===== config.mk =====
export PLATFORM = sky130hd
export DESIGN_NAME = logic_op_scheduler
export DESIGN_NICKNAME = d
export VERILOG_FILES = /design/src/rtl/logic_op_scheduler.sv
export SDC_FILE = /design/constraint.sdc
export NUM_CORES = 1
export LEC_CHECK = 0
export CORE_AREA = 2 2 116 203
export DETAILED_ROUTE_END_ITERATION = 8
export DIE_AREA = 0 0 118 205
export PLACE_DENSITY = 0.62
export SYNTH_ARGS = -nofsm -noshare
export SYNTH_HDL_FRONTEND = slang
export SYNTH_SLANG_ARGS = --single-unit

===== constraint.sdc =====
create_clock -name CLK -period 3.3 [get_ports CLK]
set_input_delay 0.33 -clock CLK [delete_from_list [all_inputs] [get_ports CLK]]
set_output_delay 0.33 -clock CLK [all_outputs]
set_load 0.005 [all_outputs]

===== src/rtl/logic_op_scheduler.sv =====
// logic_op_scheduler: round-robin sharing of one 32-bit AND/OR/NOR/INV unit between two requesters
module logic_op_scheduler #(
  parameter int DATA_W = 32,
  parameter int COUNT_W = 16
) (
  input  logic               CLK,
  input  logic               RST,
  input  logic               REQ0_VALID,
  output logic               REQ0_READY,
  input  logic [1:0]         REQ0_OP,
  input  logic [DATA_W-1:0]  REQ0_A,
  input  logic [DATA_W-1:0]  REQ0_B,
  input  logic               REQ1_VALID,
  output logic               REQ1_READY,
  input  logic [1:0]         REQ1_OP,
  input  logic [DATA_W-1:0]  REQ1_A,
  input  logic [DATA_W-1:0]  REQ1_B,
  output logic               RES_VALID,
  input  logic               RES_READY,
  output logic               RES_ID,
  output logic [DATA_W-1:0]  RES_DATA,
  output logic               RES_ZERO,
  output logic [COUNT_W-1:0] OP_COUNT
);
  typedef enum logic [1:0] {IDLE, EXEC, DONE} state_t;
  state_t state, state_nx;
  logic ptr, id_q, acc0, acc1;
  logic [1:0] op_q;
  logic [DATA_W-1:0] a_q, b_q, result;
  always_ff @(posedge CLK) state <= RST ? IDLE : state_nx;
  always_comb begin
    state_nx = state == IDLE ? ((acc0 | acc1) ? EXEC : IDLE) :
               state == EXEC ? DONE :
               RES_READY ? IDLE : DONE;
  end
  always_comb begin
    REQ0_READY = (state == IDLE) & ~RST & REQ0_VALID & (~REQ1_VALID | ~ptr);
    REQ1_READY = (state == IDLE) & ~RST & REQ1_VALID & (~REQ0_VALID | ptr);
    acc0 = REQ0_VALID & REQ0_READY;
    acc1 = REQ1_VALID & REQ1_READY;
    result = op_q == 2'b00 ? a_q & b_q :
             op_q == 2'b01 ? a_q | b_q :
             op_q == 2'b10 ? ~(a_q | b_q) : ~a_q;
  end
  always_ff @(posedge CLK) begin
    if (RST) begin
      ptr <= 1'b0;
      id_q <= 1'b0;
      op_q <= 2'b00;
      a_q <= '0;
      b_q <= '0;
      RES_VALID <= 1'b0;
      RES_DATA <= '0;
      RES_ID <= 1'b0;
      RES_ZERO <= 1'b0;
      OP_COUNT <= '0;
    end else begin
      if (acc0 | acc1) begin
        op_q <= acc1 ? REQ1_OP : REQ0_OP;
        a_q <= acc1 ? REQ1_A : REQ0_A;
        b_q <= acc1 ? REQ1_B : REQ0_B;
        id_q <= acc1;
        ptr <= ~acc1;
      end
      if (state == EXEC) begin
        RES_DATA <= result;
        RES_ZERO <= result == '0;
        RES_ID <= id_q;
        RES_VALID <= 1'b1;
      end
      if (RES_VALID & RES_READY) begin
        RES_VALID <= 1'b0;
        OP_COUNT <= OP_COUNT + 1'b1;
      end
    end
  end
endmodule


==> flow_summary.toml, run 1 <==
[outcome]
status = "finished clean"

[placed_design]
portBuffers = 189
pre_cts_ws_ps = 802
dp_hpwl_mm = 15.1
dp_cells = 1250
place_congestion = 0.767

[detailed_routing]
drcViolationCount = 0
post_drt_wl_per_cell_um = 16.6
wirelength_mm = 21.3
drtPass1Iterations = 5
detail-route-antenna-nets = 0
drt_iter0_markers = 446
num_vias = 6549
vias_per_cell = 5.11

[clock_tree]
cts_buffers = 17
cts_tree = "yes"
htree_num_levels = 4
clock_latency_ps = 410
cts_hold_buf = 0
cts_sinks = 121
cts_resized = 0
clock_path_buffers = 2
cts-root-buf = "clkbuf_16"
post_cts_buffers = 0
clkTransAtPathRegs_ps = 60

[synthesis]
ys_warn_count = 0
synth_xor_area_frac = 0.0169
synth_area_leaders = "dfxtp_1 39%, a21oi_1 11%, a22oi_1 9.0%, nand2_1 6.3%, nor2_1 5.4%"
synthFlopType = "dfxtp_1"
synth_cell_types = 47
synth_top_family_by_area = "compound AO/OA/AOI/OAI gates"
async_reset_ff_frac = 0
synth_compound_area_frac = 0.305
ys_seq_area_frac = 0.389
yosysMostFrequentCell = "a21oi_1"
synthDominantCellAreaShare = 0.389
netlist_area_um2 = 6220
synth_seq_cells = 121
synth_top_cell_by_area = "dfxtp_1"
synthCells = 829
avgSynthCellArea_um2 = 7.51
yosys.area_share.simple = 0.214
synth_nets = 967
synth_adder_area_share = 0.00201
synth-edff-count = 0
synth_top_cells_by_count = "142 x a21oi_1, 121 x dfxtp_1, 104 x nand2_1"
synthMuxAreaShare = 0.00824

[global_routing]
grt_max_degree = 77
grt_pass1_wl_mm = 33.4
first_global_vias = 6236
antenna_found_initial = 0
grt_use_total = 0.174
grt_overflow = 0

[sta]
period_share = 0.808
fmax_mhz = 375
skew_ps = 9.24
rsz0062_at_grt = "no"
fin_tns_setup_ps = 0
tightest_slew_ps = 917
hold_viol_final = 0
drv_slew = 0
period_needed_ps = 2670
relSlewSlack = 0.388
finalSetupViolCount = 0
timing.final.ws_setup_ps = 635

[power]
peakVddDrop_mv = 0.310
p_leak_nw = 2.96
total_power_mw = 4.74
p_per_area_nw_per_um2 = 537

[floorplanning]
dieArea_um2 = 24200
dieWidth_um = 118
fp.dieH_um = 205
io_pins = 190
core_region_area_um2 = 22600
start_util = 0.276
rows = 73

[finish]
antennaDiodeCount = 0
multiInputGateArea_um2 = 3400
seqCellArea_um2 = 2430
nFillCells = 2321
drive_gt1_frac = 0.0540
syn_to_final_growth_pct = 41.7
fin_cells = 1282
fin_nets = 1107

[worst_setup_path]
crit_type = "reg2out"
worst_setup_path_start_kind = "flop"
crit_path_end_kind = "output pin"
critical_path_arrival_ps = 2340
cp.required_ps = 2970
cp_max_fo = 26
r2r_slack_ps = 1020

[hold_path]
hp-class = "in2reg"

[job]
max-cap-violations = 0
## worst paths after layout
| check | start | endpoint | cells past startpoint |
|---|---|---|---|
| max reg2reg | op_q[0]$_SDFFE_PP0P_ | RES_ZERO$_SDFFE_PP0P_ | 6 |
| min | RST | OP_COUNT[0]$_SDFFE_PP0P_ | 2 |
| max | state[1]$_SDFF_PP0_ | REQ1_READY | 4 |
| min reg2reg | RES_ID$_SDFFE_PP0P_ | RES_ID$_SDFFE_PP0P_ | 2 |
## registers in the layout, indices dropped and copies added (netlist names)
register	count
op_q	2
ptr	1
OP_COUNT	16
state	2
RES_ID	1
a_q	32
b_q	32
id_q	1
RES_DATA	32
RES_VALID	1
RES_ZERO	1
## cell usage in the layout (no fill, tap or decap), types with 9 or more instances in the layout
cell,count
buf_4,14
nand2_1,104
a22oi_1,75
xor2_1,9
nor2_1,90
nand3_1,12
dfxtp_1,119
or4_1,11
a211oi_1,41
a32o_1,10
a21oi_1,142
nor3_1,61
clkdlybuf4s50_1,188
clkbuf_16,17
o21ai_0,21
## power breakdown
| group | internal, mW | switching (mW) | total [mW] |
|---|---|---|---|
| clock network | 1.25 | 0.665 | 1.91 |
| logic | 0.519 | 0.509 | 1.03 |
| registers | 1.60 | 0.194 | 1.80 |
| total | 3.37 | 1.37 | 4.74 |
## final cells by class
class	count	area share
multi-input cells	621	0.386
flip-flops and latches	121	0.275
repair buffers	202	0.225
clock buffers	25	0.0551
well taps	300	0.0426
clock inverters	7	0.0131
inverters	6	0.00255
## critical path, cell delays in order, from the launching register on
cell	delay, ps
dfxtp_1	360
nor3_1	270
nand3_1	250
inv_2	440
clkdlybuf4s50_1	590
## metal layers
| metal | GRT usage | vias to the layer above | part of all wire |
|---|---|---|---|
| li1 | - | 3297 | - |
| met1 | 0.189 | 3057 | 0.39 |
| met2 | 0.337 | 170 | 0.55 |
| met3 | 0.0281 | 25 | 0.036 |
| met4 | 0.0633 | 0 | 0.021 |
| met5 | 0 | - | 0 |
## metrics by stage
step | instance area, um^2 | utilization | hold slack (ps)
after floorplan | 6220 | - | 430
after global placement | 8220 | 0.364 | 445
after detailed placement | 8220 | 0.364 | 450
after CTS | 8820 | 0.391 | 345
after global routing | 8820 | 0.391 | 374
final | 8820 | 0.391 | 355
## cell families (layout without fill, tap and decap cells)
logic type               after synthesis  after routing
AND/OR/NAND/NOR                      300            300
flip-flops                           121            121
buffers and inverters                 87            240
adder cells (fa/ha/maj)                1              1
AO/OA/AOI/OAI                        303            303
multiplexers                           5              5
XOR/XNOR                              12             12
Note: power is estimated with default switching activity, not from simulation.
==> run 2: changes to the inputs <==
==> constraint.sdc (replaced) <==
create_clock -name CLK -period 2.5 [get_ports CLK]
set_input_delay 0.25 -clock CLK [delete_from_list [all_inputs] [get_ports CLK]]
set_output_delay 0.25 -clock CLK [all_outputs]
set_load 0.005 [all_outputs]
==> run 2 against run 1 <==
  * Critical endpoint unchanged
  * Global-route usage shrank 0.25 points
  * Sequential share of layout area shrank 0.31 points
  * Critical path type unchanged
  * Final cell count grew 0.62%
  * First-iteration DRC count grew 2.7%
==> flow_summary.toml, run 2 (synthesized netlist as in run 1, its figures left out) <==
[floorplanning]
rows = 73
io_pins = 190
fp.dieH_um = 205
dieWidth_um = 118
core_region_area_um2 = 22600
dieArea_um2 = 24200
start_util = 0.276

[hold_path]
hp-class = "in2reg"

[finish]
seqCellArea_um2 = 2430
syn_to_final_growth_pct = 43.3
drive_gt1_frac = 0.0657
reg_top3 = "RES_DATA: 32 flops, a_q: 32 flops, b_q: 32 flops"
layout_commonest_cell = "clkdlybuf4s50_1"
nFillCells = 2343
layout_common_cells = "188 x clkdlybuf4s50_1, 142 x a21oi_1, 119 x dfxtp_1"
fin_nets = 1115
multiInputGateArea_um2 = 3400
antennaDiodeCount = 0

[clock_tree]
cts_sinks = 121
clock_latency_ps = 410
htree_num_levels = 4
cts_hold_buf = 0
cts_buffers = 17
cts_resized = 0
cts_tree = "yes"
clkTransAtPathRegs_ps = 60
post_cts_buffers = 0
clock_path_buffers = 2
cts-root-buf = "clkbuf_16"

[worst_setup_path]
crit_path_end_kind = "output pin"
worst_setup_path_start_kind = "flop"
cp.required_ps = 2250
reg2reg_from = "op_q[1]$_SDFFE_PP0P_"
crit_path_end = "REQ1_READY"
cp_max_fo = 11
r2r_slack_ps = 500
crit_type = "reg2out"
rr_endpoint = "RES_ZERO$_SDFFE_PP0P_"
crit_path_start = "state[1]$_SDFF_PP0_"
critical_path_arrival_ps = 1990
rr_worst_depth = 7

[power]
p_seq_frac = 0.367
peakVddDrop_mv = 0.469
p_sw_frac = 0.288
p_leak_nw = 3.02
total_power_mw = 6.37
power_frac_clock = 0.412
internal_power_mw = 4.54
switching_power_mw = 1.83
p_per_area_nw_per_um2 = 714
combPwrFrac = 0.222

[detailed_routing]
drcViolationCount = 0
post_drt_wl_per_cell_um = 16.2
wirelength_mm = 20.9
num_vias = 6611
detail-route-antenna-nets = 0
drt_iter0_markers = 458
vias_per_cell = 5.12
drtPass1Iterations = 5

[global_routing]
grt_overflow = 0
grt_use_total = 0.172
grt_max_degree = 76
first_global_vias = 6149
grt_pass1_wl_mm = 33.0
antenna_found_initial = 0

[sta]
period_needed_ps = 2240
fin_tns_setup_ps = 0
fmax_mhz = 446
hold_viol_final = 0
drv_slew = 0
finalSetupViolCount = 0
period_share = 0.896
tightest_slew_ps = 891
rsz0062_at_grt = "no"
relSlewSlack = 0.404
skew_ps = 11.9

[outcome]
status = "finished clean"

[placed_design]
dp_hpwl_mm = 15.3
portBuffers = 189
place_congestion = 0.767

[job]
max-cap-violations = 0
==> run 2: changes by cell type in the layout (fill, tap and decap cells not counted) <==
cell       previous run  this run
buf_4                14        21
clkbuf_1              5         1
clkinv_2              2         4
clkinv_4              0         2
buf_12                0         1
bufinv_16             3         4
clkbuf_8              3         2
==> run 2: worst min-delay path by stage <==
stage / slack (ps) / to / cells past startpoint / start
final: 370 / a_q[31]$_SDFFE_PP0P_ / 5 / RST
after floorplan: 350 / state[1]$_SDFF_PP0_ / 1 / RES_READY
after CTS: 360 / a_q[31]$_SDFFE_PP0P_ / 5 / RST
after global placement: 450 / RES_ID$_SDFFE_PP0P_ / 2 / RES_ID$_SDFFE_PP0P_
after detailed placement: 450 / RES_ID$_SDFFE_PP0P_ / 2 / RES_ID$_SDFFE_PP0P_
after global routing: 410 / a_q[31]$_SDFFE_PP0P_ / 5 / RST
==> run 2: per-stage QoR <==
step | hold slack [ps] | util | instances | setup WS, ps | cell area [um^2]
finish | 372 | 0.395 | 1290 | 260 | 8920
global route | 412 | 0.395 | 1290 | 97.0 | 8920
CTS | 361 | 0.395 | 1290 | 223 | 8920
detailed placement | 450 | 0.367 | 1258 | 474 | 8290
global placement | 445 | 0.367 | 1258 | 503 | 8290
floorplan | 350 | - | 829 | 885 | 6220
==> run 2: layout make-up <==
class	count	share of cell area
Clock buffer	20	0.0512
Clock inverter	12	0.0194
Inverter	6	0.00253
Multi-Input combinational cell	621	0.382
Sequential cell	121	0.272
Tap cell	300	0.0421
Timing Repair Buffer	210	0.231
==> run 2: routing by layer <==
layer / track usage / part of all wire / routed length, um
met5: 0 / 0 / 0
met4: 0.0671 / 0.025 / 524
met3: 0.0267 / 0.040 / 828
met2: 0.332 / 0.55 / 11600
met1: 0.185 / 0.38 / 7960
==> run 2: power groups by stage <==
stage	registers [mW]	clock network, mW	logic, mW
floorplan	2.29	0	0.852
global placement	2.37	0	1.41
detailed placement	2.38	0	1.43
CTS	2.34	2.67	1.44
global route	2.37	2.76	1.56
finish	2.34	2.62	1.41
==> run 2: worst max-delay path: stages (launching register included) <==
cell and delay, ps:
dfxtp_1 360, nor3_1 230, nand3_1 140, inv_2 270, clkdlybuf4s50_1 580
==> run 3: changes to the inputs <==
--- a/config.mk
+++ b/config.mk
@@ -8,6 +8,7 @@
 export CORE_AREA = 2 2 116 203
 export DETAILED_ROUTE_END_ITERATION = 8
 export DIE_AREA = 0 0 118 205
+export HOLD_SLACK_MARGIN = 0.05
 export PLACE_DENSITY = 0.62
 export SYNTH_ARGS = -nofsm -noshare
 export SYNTH_HDL_FRONTEND = slang
==> results of run 3 <==
The final DEF is identical to that of run 2; final timing and power are the same.
